$ cat config.mk
export PLATFORM = sky130hd
export DESIGN_NAME = game_sequencer
export DESIGN_NICKNAME = d
export VERILOG_FILES = /design/src/rtl/game_sequencer.sv
export SDC_FILE = /design/constraint.sdc
export NUM_CORES = 1
export LEC_CHECK = 0
export ABC_AREA = 1
export CAP_MARGIN = 0
export CORE_UTILIZATION = 54
export DETAILED_ROUTE_END_ITERATION = 16
export HOLD_SLACK_MARGIN = 0.15
export PLACE_DENSITY = 0.8
export REMOVE_ABC_BUFFERS = 1
export SKIP_LAST_GASP = 1
export SLEW_MARGIN = 5
export SYNTH_ARGS = -nofsm -noshare
export SYNTH_HDL_FRONTEND = slang
export SYNTH_SLANG_ARGS = --single-unit
$ cat constraint.sdc
create_clock -name clk -period 2 [get_ports clk]
set_input_delay 0.4 -clock clk [delete_from_list [all_inputs] [get_ports clk]]
set_output_delay 0.4 -clock clk [all_outputs]
set_load 0.1 [all_outputs]
$ cat src/rtl/game_sequencer.sv
// game_sequencer: drives the Game_State counter game through all 16
// scenarios (4 control modes x 4 init values). Each scenario is run until
// gameover or timeout. Per-scenario results and per-sweep totals are reported.
module game_sequencer #(
  parameter int COUNTER_SIZE = 4,
  parameter int RST_CYC      = 2,
  parameter int TIMEOUT_CYC  = 1023
) (
  input  logic                    clk,
  input  logic                    rst_l,
  input  logic                    start,
  input  logic                    abort,
  output logic                    g_reset,
  output logic [1:0]              control,
  output logic [COUNTER_SIZE-1:0] i_value,
  output logic                    INIT,
  input  logic [1:0]              who,
  input  logic                    los,
  input  logic                    win,
  input  logic                    gameover,
  output logic                    busy,
  output logic                    done,
  output logic [3:0]              scen_idx,
  output logic                    res_valid,
  output logic [1:0]              res_code,
  output logic [4:0]              win_cnt,
  output logic [4:0]              los_cnt,
  output logic [4:0]              tmo_cnt
);

  // One counter serves as the phase timer for RST, LOAD and RUN, so it must
  // be wide enough for the longer of the two limits.
  localparam int TMAX = (TIMEOUT_CYC > RST_CYC) ? TIMEOUT_CYC : RST_CYC;
  localparam int TW   = $clog2(TMAX + 1);

  localparam logic [TW-1:0] RST_LAST = TW'(RST_CYC - 1);
  localparam logic [TW-1:0] RUN_LAST = TW'(TIMEOUT_CYC - 1);
  localparam logic [TW-1:0] LOAD_LAST = TW'(1);

  typedef enum logic [2:0] {
    IDLE   = 3'd0,
    RST    = 3'd1,
    LOAD   = 3'd2,
    RUN    = 3'd3,
    REPORT = 3'd4,
    DONE   = 3'd5
  } state_t;

  state_t        state;
  logic [TW-1:0] timer;
  logic          gameover_q;
  logic          go_edge;
  logic          in_sweep;

  // The win and los flags from the game are observed only. They do not drive any decision.
  logic          unused_obs;
  assign unused_obs = los ^ win;

  assign go_edge  = gameover & ~gameover_q;
  assign in_sweep = (state == RST) || (state == LOAD) ||
                    (state == RUN) || (state == REPORT);

  // The game inputs depend only on the scenario index. They hold steady for the whole scenario.
  assign control = scen_idx[3:2];
  always_comb begin
    i_value = '0;
    case (scen_idx[1:0])
      2'd0:    i_value = '0;
      2'd1:    i_value = COUNTER_SIZE'(1);
      2'd2:    i_value = COUNTER_SIZE'(2);
      default: i_value = '1;
    endcase
  end

  // Delayed gameover used for edge detection, sampled in every state
  always_ff @(posedge clk or negedge rst_l) begin
    if (!rst_l) gameover_q <= 1'b0;
    else        gameover_q <= gameover;
  end

  // Sweep sequencer with registered outputs
  always_ff @(posedge clk or negedge rst_l) begin
    if (!rst_l) begin
      state     <= IDLE;
      timer     <= '0;
      g_reset   <= 1'b1;
      INIT      <= 1'b0;
      busy      <= 1'b0;
      done      <= 1'b0;
      scen_idx  <= '0;
      res_valid <= 1'b0;
      res_code  <= 2'b00;
      win_cnt   <= '0;
      los_cnt   <= '0;
      tmo_cnt   <= '0;
    end else begin
      res_valid <= 1'b0;
      if (abort && in_sweep) begin
        // REPORT already issued its pulse and counter update on entry
        state    <= IDLE;
        timer    <= '0;
        g_reset  <= 1'b1;
        INIT     <= 1'b0;
        busy     <= 1'b0;
        scen_idx <= '0;
      end else begin
        case (state)
          IDLE, DONE: begin
            if (start) begin
              state    <= RST;
              timer    <= '0;
              g_reset  <= 1'b1;
              busy     <= 1'b1;
              done     <= 1'b0;
              scen_idx <= '0;
              win_cnt  <= '0;
              los_cnt  <= '0;
              tmo_cnt  <= '0;
            end
          end
          RST: begin
            if (timer == RST_LAST) begin
              state   <= LOAD;
              timer   <= '0;
              g_reset <= 1'b0;
              INIT    <= 1'b1;
            end else begin
              timer <= timer + 1'b1;
            end
          end
          LOAD: begin
            if (timer == LOAD_LAST) begin
              state <= RUN;
              timer <= '0;
              INIT  <= 1'b0;
            end else begin
              timer <= timer + 1'b1;
            end
          end
          RUN: begin
            // A gameover edge wins over a timeout that falls in the same cycle.
            if (go_edge) begin
              state     <= REPORT;
              g_reset   <= 1'b1;
              res_valid <= 1'b1;
              if (who == 2'b10) begin
                res_code <= 2'b01;
                win_cnt  <= win_cnt + 5'd1;
              end else begin
                res_code <= 2'b00;
                los_cnt  <= los_cnt + 5'd1;
              end
            end else if (timer == RUN_LAST) begin
              state     <= REPORT;
              g_reset   <= 1'b1;
              res_valid <= 1'b1;
              res_code  <= 2'b10;
              tmo_cnt   <= tmo_cnt + 5'd1;
            end else begin
              timer <= timer + 1'b1;
            end
          end
          REPORT: begin
            timer <= '0;
            if (scen_idx == 4'd15) begin
              state <= DONE;
              done  <= 1'b1;
              busy  <= 1'b0;
            end else begin
              state    <= RST;
              scen_idx <= scen_idx + 4'd1;
            end
          end
          default: begin
            state   <= IDLE;
            g_reset <= 1'b1;
            INIT    <= 1'b0;
            busy    <= 1'b0;
          end
        endcase
      end
    end
  end

endmodule

# Yosys cells after proc, flatten, opt, wreduce, memory -nomap -nowiden
# Cells that the tools add are included.
[op_classes] addsub=5 eq_ne=29 n_mux=51 bitwise_logic=3 reduce_logical=27
[ops] cell="$mux W10" count=5
[ops] cell="$pmux W10 S4" count=1
[ops] cell="$mux W5" count=7
[ops] cell="$pmux W5 S2" count=3
[ops] cell="$mux W3" count=7
[ops] cell="$mux W1" count=16
[ops] cell="$reduce_and A4 Y1" count=4
[ops] cell="$add A5 B1 Y5 const B" count=3
[ops] cell="$pmux W3 S5" count=1
[ops] cell="$reduce_and A5 Y1" count=3
[ops] cell="$mux W4" count=3
[ops] cell="$ne A2 B1 Y1 const B" count=6
[ops] cell="$pmux W4 S3" count=1
[ops] cell="$reduce_and A3 Y1" count=4
[ops] cell="$add A10 B1 Y10 const B" count=1
[ops] cell="$eq A10 B1 Y1 const B" count=1
[ops] cell="$eq A10 B10 Y1 const B" count=1
[ops] cell="$ne A3 B1 Y1 const B" count=3
[ops] cell="$ne A3 B3 Y1 const B" count=3
[ops] cell="$ne A2 B2 Y1 const B" count=4
[ops] cell="$pmux W4 S2" count=1
[ops] cell="$eq A3 B2 Y1 const B" count=2
[ops] cell="$eq A3 B3 Y1 const B" count=2
[ops] cell="$pmux W1 S3" count=2
[ops] cell="other kinds (22)" count=31
[totals] register_bits=40 in_bits=9 out_inout_bits=32 word_cells=128

# Logic depth before layout (Yosys ltp)
# Gate-level depths: netlist (run 1).
[depth] ltp_word=7 ltp_mapped=11 depth_no_buf=11

# Worst setup path before layout (run 1)
# Ideal clock, no wire load.
[synth_path] kind="register -> output" startpoint="register scen_idx[0]" endpoint="output i_value[0]" arrival_time_ps=2573 slack_ps=-973 path_stages_with_launch=3 path_cell_list="dfrtp_1 > ha_1 > or2_2"
[synth_via] elab_chain_len=2 word_cells_on_any_way=4
[synth_lines] element="start, declared" line="23" source="output logic [3:0] scen_idx,"
[synth_lines] element="start signal, assigned" line="171" source="scen_idx <= scen_idx + 4'd1;"
[synth_lines] element="$eq A2 B2 Y1, or another cell as far along" line="67" source="case (scen_idx[1:0])"
[synth_lines] element="$pmux W4 S3 *" line="67"
[synth_lines] element="end, declared" line="15" source="output logic [COUNTER_SIZE-1:0] i_value,"
# Every way passes the cells marked *; elsewhere a longest branch is shown, timed or not.

# Worst setup path after layout (run 1)
[layout_path] startpoint="register scen_idx[0]" endpoint="output i_value[1]"
# The elaborated chain is that of the path after synthesis.

==> impl_metrics.csv, run 1 <==
group,metric,value,unit
synthesis,synth_cell_types,32,
routing,drc_errors,0,
clock_network,clkLatencyLatePin,0.29,ns
setup_path,path_max_fanout,7,
floorplanning,row_count,25,
floorplanning,die_area,5194,um^2
placement,numPortBuffers,38,
power_and_ir_drop,powerDensity,1213,nW/um^2
timing,hold_viol,0,
timing,min_period,1.942,ns
synthesis,synth_top_cell_by_area,"dfrtp_1",
power_and_ir_drop,switchingPower,0.002124,W
final_layout,num_antenna_cells,0,
run,max_cap_violations,0,
setup_path,cp_cell_sequence,"ha_1, or2_2, buf_12",
hold_path,holdPathEnd,"res_code[0]",
routing,routed_via_density,5.147,
placement,globalplace.congestion,0.9153,
hold_path,hold_class,"flip-flop to flip-flop",
setup_path,slowest_delay,0.48,ns
floorplanning,initial_core_util,0.5613,
floorplanning,core_area,4723,um^2
grt,grt_max_degree,22,
grt,antenna_found_initial,0,
timing,finalClockSkew,0.009645,ns
timing,layout_setup_ws,0.05762,ns
clock_network,cts_htree_levels,2,
floorplanning,io_pins,41,
synthesis,synth_area_leaders,"dfrtp_1 37%, nand2_1 15%, nand3_1 7.0%",
power_and_ir_drop,intPower,0.001860,W
timing,period_share,0.9712,
timing,maxSlewViolCount,0,
final_layout,utilization,0.6956,
timing,hold_ws,0.4895,ns
synthesis,synthCells,353,
timing,tightest_slew,0.4812,ns
placement,dpl_worst_slack,0.1437,ns
timing,setup_viol,0,
setup_path,r2r-start,"timer[0]",
final_layout,seqCellArea,1003,um^2
timing,maxSlewHeadroom,0.6792,
setup_path,critPathKind,"flip-flop to primary output",
grt,grt_pass1_vias,2273,
clock_network,clkSlewWorstSetupHoldPaths,0.08,ns
clock_network,cts_tree,"built",
routing,drtIter0Drc,147,
hold_path,holdCritStartpoint,"res_code[0]",
clock_network,cts_max_path_buffers,2,
floorplanning,die_w,72.07,um
grt,grt_pass1_wl,9860,um
final_layout,multiInputGateArea,1443,um^2
power_and_ir_drop,p_seq_frac,0.275,
timing,rsz0062_at_grt,"false",
setup_path,critPathRequiredTime,1.60,ns
setup_path,critPathLaunchType,"flip-flop",
routing,vias,2419,
setup_path,rr_worst_depth,10,
power_and_ir_drop,power_leakage,1.678,nW
synthesis,yosys_register_bits,40,
placement,detailed_place_hpwl,4348,um
power_and_ir_drop,switching_share,0.5331,
placement,postPlaceCellArea,3177,um^2
routing,first_pass_iters,6,
synthesis,yosysSeqAreaShare,0.3780,
final_layout,area_growth,23.93,%
routing,wl_per_cell,12.14,um
floorplanning,die_y,72.07,um
final_layout,drive_above_1_share,0.2159,
setup_path,crit_slowest_cell,"dfrtp_2",
final_layout,num-fill-cells,387,
routing,detail-route-antenna-nets,0,
grt,grt_remaining_overflow,0,
power_and_ir_drop,peakVddDrop,0.0007444,V
setup_path,reg2reg_slack,0.28,ns
clock_network,cts_sinks,40,
setup_path,cp-end-kind,"primary output",
grt,grtUsageTotal,0.2401,
clock_network,cts_made_buffers,5,
outcome,status,"completed",
synthesis,synth_area,2651,um^2
final_layout,fin_nets,420,
power_and_ir_drop,power_frac_clock,0.143,
hold_path,min_path_cells,2,
routing,wl,5708,um
power_and_ir_drop,comb_power_share,0.582,
synthesis,synth_area_per_cell,7.511,um^2
synthesis,netlist.area_leader.share,0.3681,
setup_path,r2r_end,"timer[9]",
timing,fmax,0.5148,GHz
synthesis,ys_warn_count,0,
clock_network,postCtsSetupBuffers,0,
setup_path,critPathArrivalTime,1.54,ns
clock_network,clock-root-buffer,"clkbuf_8",
final_layout,finalInstanceArea,3286,um^2
[how the worst max path moves through the flow]
stage                           start         end  slack, ns  cells after the start
after floorplan           scen_idx[0]  i_value[0]      -1.68                      2
after global routing      scen_idx[0]  i_value[0]       0.02                      3
after detailed placement     gameover  win_cnt[2]       0.14                      9
after global placement       gameover  win_cnt[3]       0.18                      9
final                     scen_idx[0]  i_value[1]       0.06                      3
after CTS                 scen_idx[0]  i_value[1]      0.007                      3
[area by class of cell]
| cell class | count | share of cell area |
|---|---|---|
| Tap cell | 67 | 0.02551 |
| Multi-Input combinational cell | 267 | 0.4391 |
| Clock buffer | 6 | 0.02513 |
| Inverter | 38 | 0.04417 |
| Sequential cell | 40 | 0.3054 |
| Clock inverter | 2 | 0.004570 |
| Timing Repair Buffer | 50 | 0.1561 |
[sequential cells by signal, indices dropped and copies added (netlist names), 2 cells and up]
name / cells
los_cnt: 5
win_cnt: 5
res_code: 2
timer: 10
scen_idx: 4
tmo_cnt: 5
state: 3
[placed cells by master (no fill, tap or decap), drive strengths merged]
cell type	netlist	final
nand3b	1	1
clkdlybuf4s50	0	5
clkinvlp	0	2
nor3	3	3
dlygate4sd3	0	1
o211ai	1	1
nand4	5	5
or2	2	2
o21ai	32	32
xnor2	2	2
dfrtp	39	39
xor2	7	7
nand2	118	118
clkbuf	0	6
nor2	40	40
a21oi	5	5
nand3	40	40
dfstp	1	1
nor3b	1	1
ha	9	9
buf	8	44
or3b	1	1
inv	38	38
[kinds of logic after synthesis]
| family | Yosys count | share of synthesized area |
|---|---|---|
| AND/OR/NAND/NOR | 211 | 0.3950 |
| buffers and inverters | 46 | 0.07787 |
| flip-flops | 40 | 0.3780 |
| AO/OA/AOI/OAI | 38 | 0.07693 |
| XOR/XNOR | 9 | 0.02973 |
| adder cells (fa/ha/maj) | 9 | 0.04247 |
[worst max-delay path: cells and delay by family (launching register included)]
family                   cells  cell delay [ns]
AND/OR/NAND/NOR              1             0.33
flip-flops                   1             0.48
buffers and inverters        1             0.17
adder cells (fa/ha/maj)      1             0.27
[repair_timing]
action	CTS	global route
hold endpoints to repair	18	0
setup endpoints to repair	0	4
hold buffers	1	0
resized for setup	0	1
[layer usage]
layer | GRT usage | part of all wire | vias up
met5 | 0 | 0 | -
met4 | 0.06100 | 0.010 | 0
met3 | 0.04861 | 0.046 | 8
met2 | 0.4341 | 0.50 | 74
met1 | 0.2911 | 0.45 | 1108
li1 | - | - | 1229
[synthesized netlist by cell type, drive strengths merged]
library cell / n
nor3b: 1
dfstp: 1
nor2: 40
or3b: 1
dfrtp: 39
nand3: 40
xor2: 7
or2: 2
buf: 8
nand4: 5
nand3b: 1
o21ai: 32
nor3: 3
xnor2: 2
o211ai: 1
nand2: 118
ha: 9
a21oi: 5
inv: 38
[per-stage QoR]
stage                     std cells  power [W]  setup TNS, ns
after floorplan                 345   0.002808         -16.06
after global routing            470   0.004253              0
after detailed placement        461   0.003440              0
after global placement          461   0.003404              0
final                           470   0.003985              0
after CTS                       470   0.004031              0
[power groups by stage]
stage / logic (W) / registers, W / clock network, W
3_3_place_gp: 0.00230 / 0.00110 / 0
4_1_cts: 0.00234 / 0.00110 / 0.000599
2_1_floorplan: 0.00113 / 0.00168 / 0
5_1_grt: 0.00251 / 0.00112 / 0.000622
6_report: 0.00232 / 0.00110 / 0.000570
3_5_place_dp: 0.00233 / 0.00111 / 0
Power figures use the tool's default switching activity.
==> run 2, diff against run 1 <==
- CORE_MARGIN: not set -> 4
- CORE_UTILIZATION: 54 -> 40
- PLACE_DENSITY: 0.8 -> not set
==> run 2 against run 1 <==
Net effect:
- largest cell class unchanged
- hold slack better by 0.0088 ns
- clock power is 21% higher
- core utilization is 17 points lower
- critical path type unchanged
- register-to-register slack better by 0.06 ns
- cell count is 1.7% higher
- global-route usage is 8.1 points lower
==> impl_metrics.csv, run 2 (synthesized netlist as in run 1, its figures left out) <==
group,metric,value,unit
outcome,status,"completed",
clock_network,cts_max_path_buffers,2,
hold_path,holdPathEnd,"busy",
final_layout,fin_nets,418,
floorplanning,row_count,29,
hold_path,holdCritStartpoint,"busy",
routing,detail-route-antenna-nets,0,
setup_path,critPathArrivalTime,1.54,ns
timing,min_period,1.944,ns
floorplanning,die_y,89.42,um
floorplanning,die_w,89.42,um
floorplanning,core_area,6386,um^2
placement,placed_cells,469,
floorplanning,die_area,7995,um^2
final_layout,multiInputGateArea,1443,um^2
power_and_ir_drop,power_leakage,1.692,nW
clock_network,clock-root-buffer,"clkbuf_8",
final_layout,num_antenna_cells,0,
grt,grt_max_degree,24,
placement,postPlaceCellArea,3224,um^2
setup_path,reg2reg_slack,0.34,ns
final_layout,drive_above_1_share,0.2145,
setup_path,cp_cell_sequence,"ha_1, or2_2, buf_12",
setup_path,cp-end-kind,"primary output",
timing,maxSlewViolCount,0,
power_and_ir_drop,peakVddDrop,0.0008752,V
setup_path,critPathKind,"flip-flop to primary output",
routing,vias,2332,
final_layout,seqCellArea,1005,um^2
final_layout,utilization,0.5249,
clock_network,clkLatencyLatePin,0.30,ns
routing,wl_per_cell,12.12,um
timing,setup_viol,0,
final_layout,largest_reg_flops,10,
timing,period_share,0.9722,
final_layout,regMostFlops,"timer",
hold_path,hold_class,"flip-flop to flip-flop",
final_layout,area_growth,26.43,%
clock_network,cts_made_buffers,5,
grt,grtUsageTotal,0.1591,
power_and_ir_drop,powerDensity,1237,nW/um^2
placement,detailed_place_hpwl,4405,um
final_layout,finalNonFillerCells,478,
floorplanning,io_pins,41,
placement,numPortBuffers,38,
timing,tightest_slew,0.4616,ns
grt,grt_pass1_wl,9922,um
timing,maxSlewHeadroom,0.6923,
clock_network,cts_htree_levels,2,
setup_path,slowest_delay,0.47,ns
routing,drtIter0Drc,62,
grt,grt_remaining_overflow,0,
final_layout,layout_commonest_cell,"nand2_1",
setup_path,r2r-start,"state[2]",
grt,antenna_found_initial,0,
setup_path,critPathRequiredTime,1.60,ns
setup_path,critPathLaunchType,"flip-flop",
timing,hold_viol,0,
routing,first_pass_iters,4,
setup_path,r2r_end,"state[2]",
setup_path,crit_start,"scen_idx[0]",
setup_path,crit_family,"flip-flops",
final_layout,finalInstanceArea,3352,um^2
timing,rsz0062_at_grt,"false",
timing,finalClockSkew,0.007297,ns
placement,globalplace.congestion,0.8216,
routing,wl,5793,um
setup_path,path_max_fanout,7,
clock_network,cts_tree,"built",
clock_network,postCtsSetupBuffers,0,
clock_network,cts_sinks,40,
timing,fmax,0.5143,GHz
routing,routed_via_density,4.879,
hold_path,min_path_cells,2,
grt,grt_pass1_vias,2138,
clock_network,clkSlewWorstSetupHoldPaths,0.08,ns
setup_path,crit_slowest_cell,"dfrtp_2",
routing,drc_errors,0,
final_layout,num-fill-cells,621,
setup_path,rr_worst_depth,9,
run,max_cap_violations,0,
floorplanning,initial_core_util,0.4152,
setup_path,critPathBufInv,1,
final_layout,final_cell_mix,"108 x nand2_1, 37 x dfrtp_1, 37 x nand3_1",
[run 2: changes by cell type in the layout (fill, tap and decap cells not counted)]
cell        change
dfrtp_1         -1
buf_12          +4
bufinv_16       +1
clkbuf_8        -1
dfrtp_2         +1
inv_6           +1
clkinvlp_4      -1
buf_4           -6
[run 2: report_power, final]
group          switching, W  internal [W]  total, W
registers          0.000164      0.000937   0.00110
clock network      0.000312      0.000376  0.000688
logic               0.00169      0.000672   0.00236
total               0.00216       0.00198   0.00415
[run 2: final cells by class]
type / instances / area share
multi-input cells: 267 / 0.4304
well taps: 77 / 0.02874
clock inverters: 3 / 0.01381
inverters: 38 / 0.04330
repair buffers: 48 / 0.1635
flip-flops and latches: 40 / 0.2997
clock buffers: 5 / 0.02053
[run 2: worst max path at each step]
stage	to	cells past startpoint
after global routing	i_value[1]	3
after CTS	i_value[0]	3
final	i_value[0]	3
after detailed placement	tmo_cnt[2]	7
after global placement	tmo_cnt[1]	7
after floorplan	i_value[0]	2
[run 2: worst register-to-register path: stages (launching register included)]
cell,delay (ns)
dfrtp_1,0.49
nor2_4,0.23
nand2_4,0.17
nor2_4,0.21
nand3_1,0.14
nand2_1,0.08
inv_1,0.07
nand2_1,0.10
nand2_1,0.05
nand2_1,0.07
[run 2: routing by layer]
| layer | track usage | wire length, um | part of all wire |
|---|---|---|---|
| met2 | 0.2465 | 2655 | 0.46 |
| met5 | 0 | 0 | 0 |
| met4 | 0.05819 | 90 | 0.016 |
| met3 | 0.02581 | 233 | 0.040 |
| met1 | 0.2234 | 2814 | 0.49 |
[run 2: what timing repair did]
action                                 4_1_cts  5_1_grt
setup endpoints to repair                    0        2
endpoints found under the hold margin       16        0
hold buffers                                 1        0
gates resized for setup                      0        2
[run 2: stage by stage]
stage	setup TNS (ns)	power [W]	setup WS, ns	hold WS, ns
after global placement	0	0.003483	0.1159	0.3755
final	0	0.004147	0.05563	0.4983
after detailed placement	0	0.003493	0.1187	0.3786
after CTS	0	0.004198	0.008792	0.5052
after global routing	0	0.004434	0.0001306	0.5304
after floorplan	-16.06	0.002808	-1.685	0.1044
